$ cat config.mk
export PLATFORM = sky130hd
export DESIGN_NAME = obi_arbiter
export DESIGN_NICKNAME = d
export VERILOG_FILES = /design/src/rtl/obi_pkg.sv /design/src/rtl/obi_id_fifo.sv /design/src/rtl/obi_arbiter.sv
export SDC_FILE = /design/constraint.sdc
export NUM_CORES = 1
export LEC_CHECK = 0
export CELL_PAD_IN_SITES_DETAIL_PLACEMENT = 1
export CELL_PAD_IN_SITES_GLOBAL_PLACEMENT = 1
export CORE_MARGIN = 1
export CORE_UTILIZATION = 13
export DETAILED_ROUTE_END_ITERATION = 8
export HOLD_SLACK_MARGIN = 0.1
export MAX_ROUTING_LAYER = met4
export PLACE_DENSITY_LB_ADDON = 0.1
export SYNTH_ARGS = -nofsm -noshare
export SYNTH_HDL_FRONTEND = slang
export SYNTH_SLANG_ARGS = --single-unit
$ cat constraint.sdc
create_clock -name clk_i -period 5 [get_ports clk_i]
set_clock_uncertainty 0.2 [all_clocks]
set_input_delay 1 -clock clk_i [delete_from_list [all_inputs] [get_ports clk_i]]
set_output_delay 1 -clock clk_i [all_outputs]
set_load 0.02 [all_outputs]
$ cat src/rtl/obi_pkg.sv
// Shared definitions for the OBI arbiter slice.
//   arb_mode_e : arbitration mode selector (fixed priority / round-robin)
//   idx_width  : width of an index able to address n items, never below 1
package obi_pkg;

  typedef enum logic {
    ARB_FIXED = 1'b0,
    ARB_RR    = 1'b1
  } arb_mode_e;

  function automatic int idx_width(input int n);
    return (n > 1) ? $clog2(n) : 1;
  endfunction

endpackage

$ cat src/rtl/obi_id_fifo.sv
// Small synchronous FIFO used to remember which master owns each
// in-flight OBI transaction so responses can be routed back in order.
// Ports:
//   clk_i, rst_ni : clock, asynchronous active-low reset (empties the FIFO)
//   push_i, data_i: write an entry
//   pop_i         : drop the head entry (ignored while empty)
//   head_o        : current head entry, valid while !empty_o
//   count_o       : number of stored entries
//   full_o,empty_o: occupancy flags
module obi_id_fifo
  import obi_pkg::*;
#(
  parameter int WIDTH = 1,
  parameter int DEPTH = 2
) (
  input  logic                           clk_i,
  input  logic                           rst_ni,
  input  logic                           push_i,
  input  logic [WIDTH-1:0]               data_i,
  input  logic                           pop_i,
  output logic [WIDTH-1:0]               head_o,
  output logic [$clog2(DEPTH+1)-1:0]     count_o,
  output logic                           full_o,
  output logic                           empty_o
);

  localparam int PTR_W = idx_width(DEPTH);
  localparam int CNT_W = $clog2(DEPTH + 1);
  localparam logic [PTR_W-1:0] LAST_PTR  = PTR_W'(DEPTH - 1);
  localparam logic [CNT_W-1:0] DEPTH_CNT = CNT_W'(DEPTH);

  logic [WIDTH-1:0] mem_q [DEPTH];
  logic [PTR_W-1:0] wr_ptr_q, wr_ptr_d;
  logic [PTR_W-1:0] rd_ptr_q, rd_ptr_d;
  logic [CNT_W-1:0] count_q, count_d;
  logic             do_push, do_pop;

  assign full_o  = (count_q == DEPTH_CNT);
  assign empty_o = (count_q == '0);
  assign count_o = count_q;
  // Head is read combinationally: the response must be routed in the
  // same cycle as the slave's rvalid.
  assign head_o  = mem_q[rd_ptr_q];

  assign do_pop  = pop_i && !empty_o;
  // A pop frees the slot being written, so a push is allowed when full
  // if it coincides with a pop.
  assign do_push = push_i && (!full_o || do_pop);

  always_comb begin
    wr_ptr_d = wr_ptr_q;
    rd_ptr_d = rd_ptr_q;
    count_d  = count_q;
    if (do_push) begin
      wr_ptr_d = (wr_ptr_q == LAST_PTR) ? '0 : wr_ptr_q + 1'b1;
    end
    if (do_pop) begin
      rd_ptr_d = (rd_ptr_q == LAST_PTR) ? '0 : rd_ptr_q + 1'b1;
    end
    case ({do_push, do_pop})
      2'b10:   count_d = count_q + 1'b1;
      2'b01:   count_d = count_q - 1'b1;
      default: count_d = count_q;
    endcase
  end

  always_ff @(posedge clk_i or negedge rst_ni) begin
    if (!rst_ni) begin
      wr_ptr_q <= '0;
      rd_ptr_q <= '0;
      count_q  <= '0;
    end else begin
      wr_ptr_q <= wr_ptr_d;
      rd_ptr_q <= rd_ptr_d;
      count_q  <= count_d;
    end
  end

  // Storage carries no reset; entries are only observed once written.
  always_ff @(posedge clk_i) begin
    if (do_push) begin
      mem_q[wr_ptr_q] <= data_i;
    end
  end

endmodule

$ cat src/rtl/obi_arbiter.sv
// N-master to 1-slave OBI arbiter.
// The address phase of the selected master is forwarded combinationally to
// the slave. Accepted transactions record their master index in an ID FIFO;
// in-order slave responses pop the FIFO and raise rvalid on that master.
// Ports:
//   clk_i, rst_ni          : clock, asynchronous active-low reset
//   m_req_i/m_gnt_o        : per-master request / grant
//   m_addr_i, m_we_i, m_be_i, m_wdata_i : flattened master address phase
//   m_rvalid_o, m_rdata_o  : per-master response valid, broadcast read data
//   s_*                    : slave-side OBI port
//   outstanding_o          : number of in-flight transactions
//   err_o                  : sticky flag, response seen with nothing in flight
module obi_arbiter
  import obi_pkg::*;
#(
  parameter int N_MASTERS       = 2,
  parameter int ADDR_WIDTH      = 32,
  parameter int DATA_WIDTH      = 32,
  parameter int MAX_OUTSTANDING = 2,
  parameter int ARB_MODE        = 0
) (
  input  logic                                 clk_i,
  input  logic                                 rst_ni,
  input  logic [N_MASTERS-1:0]                 m_req_i,
  output logic [N_MASTERS-1:0]                 m_gnt_o,
  input  logic [N_MASTERS*ADDR_WIDTH-1:0]      m_addr_i,
  input  logic [N_MASTERS-1:0]                 m_we_i,
  input  logic [N_MASTERS*DATA_WIDTH/8-1:0]    m_be_i,
  input  logic [N_MASTERS*DATA_WIDTH-1:0]      m_wdata_i,
  output logic [N_MASTERS-1:0]                 m_rvalid_o,
  output logic [DATA_WIDTH-1:0]                m_rdata_o,
  output logic                                 s_req_o,
  input  logic                                 s_gnt_i,
  output logic [ADDR_WIDTH-1:0]                s_addr_o,
  output logic                                 s_we_o,
  output logic [DATA_WIDTH/8-1:0]              s_be_o,
  output logic [DATA_WIDTH-1:0]                s_wdata_o,
  input  logic                                 s_rvalid_i,
  input  logic [DATA_WIDTH-1:0]                s_rdata_i,
  output logic [$clog2(MAX_OUTSTANDING+1)-1:0] outstanding_o,
  output logic                                 err_o
);

  localparam int IDX_W = idx_width(N_MASTERS);
  localparam int BE_W  = DATA_WIDTH / 8;
  localparam int CNT_W = $clog2(MAX_OUTSTANDING + 1);
  localparam bit RR_EN = (ARB_MODE == int'(ARB_RR));
  localparam logic [IDX_W-1:0] LAST_IDX = IDX_W'(N_MASTERS - 1);
  localparam logic [IDX_W:0]   N_EXT    = (IDX_W+1)'(N_MASTERS);

  // Per-master views of the flattened buses.
  logic [ADDR_WIDTH-1:0] addr_arr  [N_MASTERS];
  logic [BE_W-1:0]       be_arr    [N_MASTERS];
  logic [DATA_WIDTH-1:0] wdata_arr [N_MASTERS];

  generate
    for (genvar gi = 0; gi < N_MASTERS; gi++) begin : g_unpack
      assign addr_arr[gi]  = m_addr_i[gi*ADDR_WIDTH +: ADDR_WIDTH];
      assign be_arr[gi]    = m_be_i[gi*BE_W +: BE_W];
      assign wdata_arr[gi] = m_wdata_i[gi*DATA_WIDTH +: DATA_WIDTH];
    end
  endgenerate

  logic             lock_q, lock_d;
  logic [IDX_W-1:0] sel_q, sel_d;
  logic [IDX_W-1:0] rr_ptr_q, rr_ptr_d;
  logic             err_q, err_d;

  logic [IDX_W-1:0] winner, sel, head_idx;
  logic [IDX_W:0]   cand;
  logic [CNT_W-1:0] fifo_count;
  logic             fifo_full, fifo_empty;
  logic             accept, rsp_ok;

  // Winner among current requesters, used only while no stall is pending.
  always_comb begin
    winner = '0;
    cand   = '0;
    if (RR_EN) begin
      // Scan downwards so the first requester at/after rr_ptr wins last.
      for (int k = N_MASTERS - 1; k >= 0; k--) begin
        cand = {1'b0, rr_ptr_q} + (IDX_W+1)'(k);
        if (cand >= N_EXT) begin
          cand = cand - N_EXT;
        end
        if (m_req_i[cand[IDX_W-1:0]]) begin
          winner = cand[IDX_W-1:0];
        end
      end
    end else begin
      for (int k = N_MASTERS - 1; k >= 0; k--) begin
        if (m_req_i[k]) begin
          winner = IDX_W'(k);
        end
      end
    end
  end

  // A stalled request keeps its master selected so the address phase
  // stays stable until the slave grants it.
  assign sel = lock_q ? sel_q : winner;

  // Full is judged on the registered count; a same-cycle pop does not
  // reopen the slave port.
  assign s_req_o   = !fifo_full && m_req_i[sel];
  assign s_addr_o  = addr_arr[sel];
  assign s_we_o    = m_we_i[sel];
  assign s_be_o    = be_arr[sel];
  assign s_wdata_o = wdata_arr[sel];

  assign accept    = s_req_o && s_gnt_i;
  assign rsp_ok    = s_rvalid_i && !fifo_empty;
  assign m_rdata_o = s_rdata_i;
  assign outstanding_o = fifo_count;
  assign err_o     = err_q;

  always_comb begin
    m_gnt_o    = '0;
    m_rvalid_o = '0;
    if (accept) begin
      m_gnt_o[sel] = 1'b1;
    end
    if (rsp_ok) begin
      m_rvalid_o[head_idx] = 1'b1;
    end
  end

  always_comb begin
    lock_d   = s_req_o && !s_gnt_i;
    sel_d    = sel;
    rr_ptr_d = rr_ptr_q;
    err_d    = err_q || (s_rvalid_i && fifo_empty);
    if (RR_EN && accept) begin
      rr_ptr_d = (sel == LAST_IDX) ? '0 : sel + 1'b1;
    end
  end

  always_ff @(posedge clk_i or negedge rst_ni) begin
    if (!rst_ni) begin
      lock_q   <= 1'b0;
      sel_q    <= '0;
      rr_ptr_q <= '0;
      err_q    <= 1'b0;
    end else begin
      lock_q   <= lock_d;
      sel_q    <= sel_d;
      rr_ptr_q <= rr_ptr_d;
      err_q    <= err_d;
    end
  end

  obi_id_fifo #(
    .WIDTH (IDX_W),
    .DEPTH (MAX_OUTSTANDING)
  ) u_id_fifo (
    .clk_i   (clk_i),
    .rst_ni  (rst_ni),
    .push_i  (accept),
    .data_i  (sel),
    .pop_i   (s_rvalid_i),
    .head_o  (head_idx),
    .count_o (fifo_count),
    .full_o  (fifo_full),
    .empty_o (fifo_empty)
  );

endmodule

==> reports/results.tsv, run 1 <==
metric	value	unit
status	finished, final reports clean	
stdcell_area	3750	sq um
slowest_stage	clkdlybuf4s50_1	
clkTransAtPathRegs	0.04	ns
cts_root_buf	clkbuf_16	
synth_common_cells	62 x mux2_2, 32 x buf_4, 8 x mux2_4	
ys_ff_latch	9	
synth_top_cell_by_area	mux2_2	
power_density	260	nW/um^2
fmax	233	MHz
slew_headroom	63.9	%
cp_common_cell	clkdlybuf4s50_1	
dr.pass1.iters	4	
ys_warn_count	0	
setup_viol	0	
hp-start	err_o$_DFF_PN0_	
drv_cap	0	
synth_cells	148	
row_count	39	
crit_path_end_kind	primary output	
ios	285	
fin_setup_tns	0	ns
grt_pass1_vias	1957	
synth_top_area_share	44.0	%
hpwl	7.28	mm
synth_nets	325	
cts_sinks	9	
timing.final.ws_setup	0.711	ns
die-area	12600	sq um
period_minus_slack	4.29	ns
r2r_cells	5	
path_buf_inv	3	
crit_start	m_req_i[0]	
cp.required	3.80	ns
n_antenna_cell	0	
grt_usage	12.8	%
synthArstFlopShare	77.8	%
startpoint_type	input pin	
drtIter0Drc	48	
insertion_delay	0.24	ns
die_w	112	um
preCtsSetupSlack	0.701	ns
cts_setup_buffers	0	
hold_buffers	0	
grt_antenna_before_repair	0	
leakage	0.00144	uW
cts_buffers	3	
hold_depth	1	
fillers	1328	
vdd.ir_drop.worst	0.136	mV
drive_gt1_share	23.4	%
ant_nets	0	
wl	8.41	mm
period_share	85.8	%
yosysSeqAreaShare	14.8	%
r2r_slack	3.03	ns
cts_tree	built	
tightestPinTransition	0.536	ns
path_cells	clkdlybuf4s50_1 -> nor2_2 -> a22oi_4 -> buf_12 -> mux2_2 -> clkdlybuf4s50_1	
rr_startpoint	sel_q$_DFF_PN0_	
ys.flop_type	dfrtp_1	
rsz0062_at_grt	no	
grt_pass1_wl	11.7	mm
stdcell_count	477	
slowest_delay	0.56	ns
critical-path-top-delay-family	buffers and inverters	
avgRoutedWirePerCell	17.6	um
post_cts_resized	0	
htree_num_levels	1	
vias	1835	
synth_edf_count	2	
routabilityCongestion	0.800	
path_class	in2out	
cp_max_fo	71	
slew_viol_final	0	
min_to	err_o$_DFF_PN0_	
yosysUniqueCellTypes	23	
syn_area	1590	sq um
fin_hold_ws	0.256	ns
overflow	0	
synth_area_leaders	mux2_2 44%, buf_4 15%, dfrtp_1 11%	
io_buffer_count	220	
r2r_end	u_id_fifo.count_o[1]$_DFFE_PN0P_	
grt_max_degree	72	
fp.dieH	112	um
cts_max_path_buffers	2	
layout.nets	512	
hp-class	reg2reg	
placed_area	3670	sq um
synth.most_common_cell	mux2_2	
syn_area_per_cell	10.7	sq um
crit_arrival	3.09	ns
viasPerCell	3.85	
dp_cells	473	
drc	0	
initial_core_util	13.6	%
area_delta_synth_final	136	%
hold_violations	0	
core-area	11700	sq um
## cell type report
type	instances	area, sq um	area share (%)
clock buffers	4	78.8	2.10
well taps	143	179	4.78
inverters	5	18.8	0.501
flip-flops and latches	9	235	6.28
multi-input cells	95	1010	27.0
repair buffers	221	2220	59.3
## layer usage
metal / global-route usage (%) / vias to the layer above / part of all wire [%]
li1: - / 861 / -
met1: 12.6 / 827 / 34
met2: 24.4 / 124 / 55
met3: 3.56 / 23 / 9.6
met4: 3.91 / 0 / 1.6
met5: - / - / 0
## cells in the final DEF (no fill, tap or decap), drive strengths merged
cell type,Yosys,routed
nand2b,1,1
a21o,1,1
o2111ai,1,1
nor2b,1,1
buf,39,1
mux2i,1,1
clkbuf,0,4
a21oi,1,1
inv,5,5
ha,1,1
or2,1,1
edfxtp,2,2
xor2,1,1
a211oi,1,1
mux2,70,70
a22oi,1,1
xnor2,4,4
dfrtp,7,7
o21ai,1,1
clkdlybuf4s50,0,220
nand2,1,1
nor2,8,8
## worst max path at each step
stage | cells past startpoint | end | slack (ns)
2_1_floorplan | 5 | m_gnt_o[0] | 1.91
3_3_place_gp | 6 | s_wdata_o[0] | 0.70
3_5_place_dp | 6 | s_addr_o[31] | 0.70
4_1_cts | 6 | s_addr_o[31] | 0.69
5_1_grt | 6 | s_wdata_o[0] | 0.64
6_report | 6 | s_addr_o[31] | 0.71
## kinds of logic (layout without fill, tap and decap cells)
group	count (synthesis)	in the layout	synth area share [%]
multiplexers	71	71	52.2
AO/OA/AOI/OAI	6	6	4.58
adder cells (fa/ha/maj)	1	1	0.789
flip-flops	9	9	14.8
XOR/XNOR	5	5	2.76
AND/OR/NAND/NOR	12	12	3.47
buffers and inverters	44	230	21.3
## registers in the layout, summed over array words and instances (netlist names)
name and count:
sel_q 1, err_o 1, u_id_fifo.mem_q 2, u_id_fifo.rd_ptr_q 1, u_id_fifo.count_o 2, lock_q 1, u_id_fifo.wr_ptr_q 1
## metrics by stage
stage	power, uW	utilization, %
floorplan	540	-
global placement	839	31.4
detailed placement	840	31.4
CTS	989	32.1
global route	1030	32.1
finish	973	32.1
## where the power goes
group          switching [uW]  total, uW  internal, uW
combinational             297        699           402
sequential               29.4        131           102
clock                    35.7        142           107
total                     362        973           610
(Power assumes the default switching activity.)
==> inputs of run 2 (changes only) <==
Settings changed: CORE_UTILIZATION 13 to 11.
Clock period 5 ns to 3.6 ns, I/O delays scaled along.
==> reports/results.tsv, run 2 (synthesis results as in run 1) <==
metric	value	unit	change
path_depth	6		unchanged
ant_nets	0		unchanged
hp-class	reg2reg		
path_class	in2out		
status	finished, final reports clean		
die-area	14900	sq um	+18%
drv_cap	0		unchanged
n_antenna_cell	0		unchanged
placed_area	3880	sq um	+5.9%
grt_antenna_before_repair	0		unchanged
insertion_delay	0.23	ns	about the same
leakage	0.00174	uW	+21%
top_layer_used	met4		
io_buffer_count	220		unchanged
grt_pass1_vias	2057		+5.1%
fmax	285	MHz	
stdcell_count	525		+10%
htree_num_levels	1		unchanged
hold_depth	1		unchanged
grt_pass1_wl	12.0	mm	+2.6%
initial_core_util	11.3	%	-2.3 points
power.total	1370	uW	+40%
startpoint_type	input pin		
ios	285		unchanged
multi_input_comb_area	1010	sq um	unchanged
viasPerCell	3.61		-6.3%
seq_area	235	sq um	unchanged
cts_buffers	3		unchanged
fp.dieH	122	um	+8.6%
timing.final.ws_setup	0.0920	ns	-0.619 ns
drtIter0Drc	24		-50%
slowest_stage	clkdlybuf4s50_1		
avgRoutedWirePerCell	17.1	um	-2.8%
core-area	14000	sq um	+20%
critical-path-top-delay-family	buffers and inverters		
slew_headroom	65.0	%	+1.1 points
hold_buffers	0		unchanged
dp_cells	521		+10%
path_cells	clkdlybuf4s50_1 -> nor2_2 -> a22oi_4 -> buf_12 -> mux2_2 -> clkdlybuf4s50_1		
cts_max_path_buffers	2		unchanged
grt_max_degree	13		-82%
vias	1893		+3.2%
period_share	97.4	%	
wl_met1	2.74	mm	-4.2%
power_density	346	nW/um^2	+33%
cts_root_buf	clkbuf_16		
final_common_cell	clkdlybuf4s50_1		
stdcell_area	3940	sq um	+5.3%
cp.required	2.68	ns	-1.12 ns
crit_path_end_kind	primary output		
preCtsSetupSlack	-0.0365	ns	-0.738 ns
grt_usage	11.4	%	-1.5 points
drive_gt1_share	25.8	%	+2.4 points
period_minus_slack	3.51	ns	
row_count	43		+10%
setup_viol	0		unchanged
slowest_delay	0.58	ns	+0.02 ns
wl_met2	5.48	mm	+19%
r2r_cells	6		+1
hold_violations	0		unchanged
layout.nets	523		+2.1%
slew_viol_final	0		unchanged
drc	0		unchanged
rsz0062_at_grt	no		
path_buf_inv	3		unchanged
route.met3.wl	596	um	-26%
overflow	0		unchanged
fin_hold_ws	0.262	ns	+0.00644 ns
vdd.ir_drop.worst	0.144	mV	+5.9%
routabilityCongestion	0.705		-12%
cp_common_cell	clkdlybuf4s50_1		
wl	9.00	mm	+7.0%
die_w	122	um	+8.6%
hpwl	8.08	mm	+11%
clkTransAtPathRegs	0.04	ns	about the same
fillers	1628		+23%
cp_max_fo	12		-83%
dr.pass1.iters	2		-2
cts_tree	built		
cts_setup_buffers	0		unchanged
cts_sinks	9		unchanged
area_delta_synth_final	149	%	
crit_arrival	2.59	ns	-0.50 ns
final_cell_mix	157 x clkdlybuf4s50_1, 62 x mux2_2, 47 x dlygate4sd2_1		
tightestPinTransition	0.519	ns	-0.0166 ns
## run 2: changes by cell type in the layout (fill, tap and decap cells not counted)
cell             delta
dlymetal6s2s_1     +16
buf_12              +7
clkdlybuf4s50_1    -63
buf_4               +4
dlygate4sd2_1      +47
## run 2: per-stage QoR
stage	TNS (ns)	util [%]
final	0	28.2
after global routing	0	28.2
after CTS	0	27.9
after detailed placement	-0.384	27.8
after global placement	-0.00221	27.8
after floorplan	0	-
## run 2: timing repair
action                                  CTS  global route
endpoints found under the setup margin   47            16
gates cloned                              0             0
resized for setup                        47            16
## run 2: routing by layer
| metal | global-route usage (%) | vias to the layer above |
|---|---|---|
| met5 | - | - |
| met2 | 23.8 | 99 |
| met3 | 1.83 | 24 |
| met4 | 3.43 | 0 |
| li1 | - | 879 |
| met1 | 10.2 | 891 |
## run 2: layout make-up
class | count | area share [%]
clock buffers | 4 | 2.00
inverters | 5 | 0.476
multi-input cells | 95 | 25.7
flip-flops and latches | 9 | 5.96
well taps | 180 | 5.71
repair buffers | 232 | 60.2
## run 2: where the power goes
| part | internal, uW | total, uW | leakage [uW] | switching [uW] |
|---|---|---|---|---|
| clock network | 148 | 194 | 0.0000382 | 46.6 |
| logic | 563 | 989 | 0.00160 | 426 |
| registers | 141 | 183 | 0.000100 | 41.5 |
| total | 852 | 1370 | 0.00174 | 515 |
## run 2: worst paths after layout
check | start | to | slack [ns]
min reg2reg | err_o$_DFF_PN0_ | err_o$_DFF_PN0_ | 0.26
max reg2reg | sel_q$_DFF_PN0_ | u_id_fifo.count_o[1]$_DFFE_PN0P_ | 1.58
min | err_o$_DFF_PN0_ | err_o$_DFF_PN0_ | 0.26
max in group asynchronous | rst_ni | lock_q$_DFF_PN0_ | 2.38
min in group asynchronous | rst_ni | u_id_fifo.rd_ptr_q$_DFFE_PN0P_ | 0.56
max | m_req_i[0] | s_addr_o[13] | 0.09
==> inputs of run 3 (changes only) <==
Settings changed: ABC_AREA from default to 1, CTS_BUF_LIST from default to sky130_fd_sc_hd__clkbuf_8.
==> reports/results.tsv, run 3 <==
metric	value	unit	change
synth_top_cell_by_area	nand2_1		
hp-class	reg2reg		
dr.pass1.iters	4		+2
critical-path-top-delay-family	buffers and inverters		
drtIter0Drc	28		+17%
ant_nets	0		unchanged
fmax	290	MHz	+1.7%
layout.nets	662		+27%
period_share	95.8	%	-1.7 points
cts_setup_buffers	0		unchanged
overflow	0		unchanged
cp_max_fo	17		+5
leakage	0.00177	uW	+1.7%
row_count	44		+2.3%
busiest_layer	met2		
hold_violations	0		unchanged
power.total	1350	uW	-1.4%
drc	0		unchanged
synth_cells	299		+100%
timing.final.ws_setup	0.152	ns	+0.0599 ns
ios	285		unchanged
ys_ff_latch	9		unchanged
setup_viol	0		unchanged
fp.dieH	126	um	+3.3%
grt_max_degree	39		+26
drive_gt1_share	6.61	%	-19 points
preCtsSetupSlack	0.116	ns	+0.153 ns
area_delta_synth_final	128	%	
cp.required	2.68	ns	about the same
n_antenna_cell	0		unchanged
core-area	14800	sq um	+5.5%
hp-start	u_id_fifo.wr_ptr_q$_DFFE_PN0P_		
r2r_slack	1.60	ns	+0.02 ns
initial_core_util	11.5	%	+0.15 points
grt_pass1_vias	2535		+23%
grt_pass1_wl	12.7	mm	+5.2%
fin_setup_tns	0	ns	unchanged
slew_viol_final	0		unchanged
hpwl	6.92	mm	-14%
viasPerCell	3.63		+0.56%
wl	8.15	mm	-9.4%
tightestPinTransition	0.341	ns	-0.178 ns
path_cells	clkdlybuf4s50_1 -> nor2_2 -> nand2_4 -> nand2_8 -> inv_8 -> buf_4 -> nand2_1 -> nand2_1 -> clkdlybuf4s50_1		
insertion_delay	0.23	ns	about the same
drv_cap	0		unchanged
routabilityCongestion	0.732		+3.8%
syn_area	1690	sq um	+6.9%
vias	2422		+28%
final_common_cell	clkdlybuf4s50_1		
cts_root_buf	clkbuf_8		
synth_top_area_share	43.6	%	-0.39 points
slew_headroom	77.2	%	+12 points
synth_nets	476		+46%
hold_depth	2		+1
final_cell_mix	220 x clkdlybuf4s50_1, 197 x nand2_1, 15 x nand2_2		
syn_area_per_cell	5.67	sq um	-47%
startpoint_type	input pin		
synth_edf_count	2		unchanged
slowest_stage	clkdlybuf4s50_1		
cts_max_path_buffers	2		unchanged
grt_antenna_before_repair	0		unchanged
post_cts_resized	0		-100%
htree_num_levels	1		unchanged
synth.most_common_cell	nand2_1		
slowest_delay	0.59	ns	about the same
period_minus_slack	3.45	ns	-0.0599 ns
cts_tree	built		
use_met2	19.4	%	-4.4 points
power_density	349	nW/um^2	+0.68%
cts_sinks	9		unchanged
min_to	u_id_fifo.wr_ptr_q$_DFFE_PN0P_		
fin_hold_ws	0.272	ns	+0.00982 ns
rsz0062_at_grt	no		
yosysSeqAreaShare	13.9	%	-0.95 points
met3_usage	1.91	%	+0.086 points
crit_arrival	2.53	ns	-0.06 ns
vdd.ir_drop.worst	0.128	mV	-11%
r2r_end	u_id_fifo.count_o[1]$_DFFE_PN0P_		
crit_path_end_kind	primary output		
status	finished, final reports clean		
die-area	15900	sq um	+6.7%
synthArstFlopShare	77.8	%	unchanged
die_w	126	um	+3.3%
cts_buffers	3		unchanged
clkTransAtPathRegs	0.04	ns	about the same
ys_warn_count	0		unchanged
synth_common_cells	197 x nand2_1, 32 x buf_4, 15 x nand2_2, 12 x buf_6		
hold_buffers	0		unchanged
avgRoutedWirePerCell	12.2	um	-29%
synth_area_leaders	nand2_1 44%, buf_4 14%, dfrtp_1 10%		
grt_usage	10.2	%	-1.2 points
rr_startpoint	lock_q$_DFF_PN0_		
path_buf_inv	4		+1
io_buffer_count	220		unchanged
yosysUniqueCellTypes	27		+17%
ys.flop_type	dfrtp_1		
path_class	in2out		
use_met1	11.0	%	+0.79 points
r2r_cells	8		+2
run 3: cell count changes in the layout (fill, tap and decap cells not counted), moves of 2 or more:
cell	delta
nand2_1	+196
dlygate4sd2_1	-47
nand2_2	+15
mux2_2	-62
clkbuf_16	-3
xnor2_1	-2
inv_1	+3
dlymetal6s2s_1	-16
mux2_4	-8
clkbuf_8	+3
clkdlybuf4s50_1	+63
buf_12	-4
run 3: metrics by stage:
step	utilization (%)	instance area, sq um	instances
finish	26.2	3860	668
global route	26.2	3860	668
CTS	26.2	3860	668
detailed placement	25.9	3820	664
global placement	25.9	3820	664
floorplan	-	1690	299
run 3: cell families after synthesis:
group           synth area share (%)
mux                            0.591
buf+inv                         26.4
flops                           13.9
compound gates                  1.03
xor+xnor                        1.55
simple gates                    55.8
fa+ha+maj                      0.738
run 3: worst max-delay path by stage:
stage | end | slack [ns] | start | cells past startpoint
floorplan | m_gnt_o[0] | 1.21 | m_req_i[0] | 5
global placement | s_wdata_o[27] | 0.16 | m_req_i[0] | 9
detailed placement | s_be_o[1] | 0.12 | m_req_i[0] | 9
CTS | s_be_o[1] | 0.11 | m_req_i[0] | 9
global route | s_wdata_o[0] | 0.02 | m_req_i[0] | 9
finish | s_be_o[1] | 0.15 | m_req_i[0] | 9
run 3: layer usage:
| layer | routed length [um] | share of wire (%) |
|---|---|---|
| met2 | 4270 | 52 |
| met1 | 3260 | 40 |
| met5 | 0 | 0 |
| met3 | 567 | 7.0 |
| met4 | 53 | 0.65 |
run 3: worst reg2reg max path, stage by stage, from the launching register on:
cell	delay, ns
dfrtp_1	0.39
nor2_2	0.15
nand2_4	0.08
nand3_1	0.13
nand3_2	0.17
ha_1	0.35
a21oi_1	0.13
o21ai_0	0.12
xor2_1	0.15
run 3: final cells by class:
class	count	area, sq um
Fill cell	1848	10900
Timing Repair Buffer	227	2300
Multi-Input combinational cell	236	1010
Sequential cell	9	235
Tap cell	184	230
Clock buffer	3	41.3
Inverter	8	37.5
Clock inverter	1	3.75
run 3: report_power, final:
| part | switching [uW] | leakage, uW | internal [uW] | total, uW |
|---|---|---|---|---|
| logic | 531 | 0.00164 | 539 | 1070 |
| registers | 24.5 | 0.000101 | 139 | 164 |
| clock network | 39.3 | 0.0000269 | 74.2 | 113 |
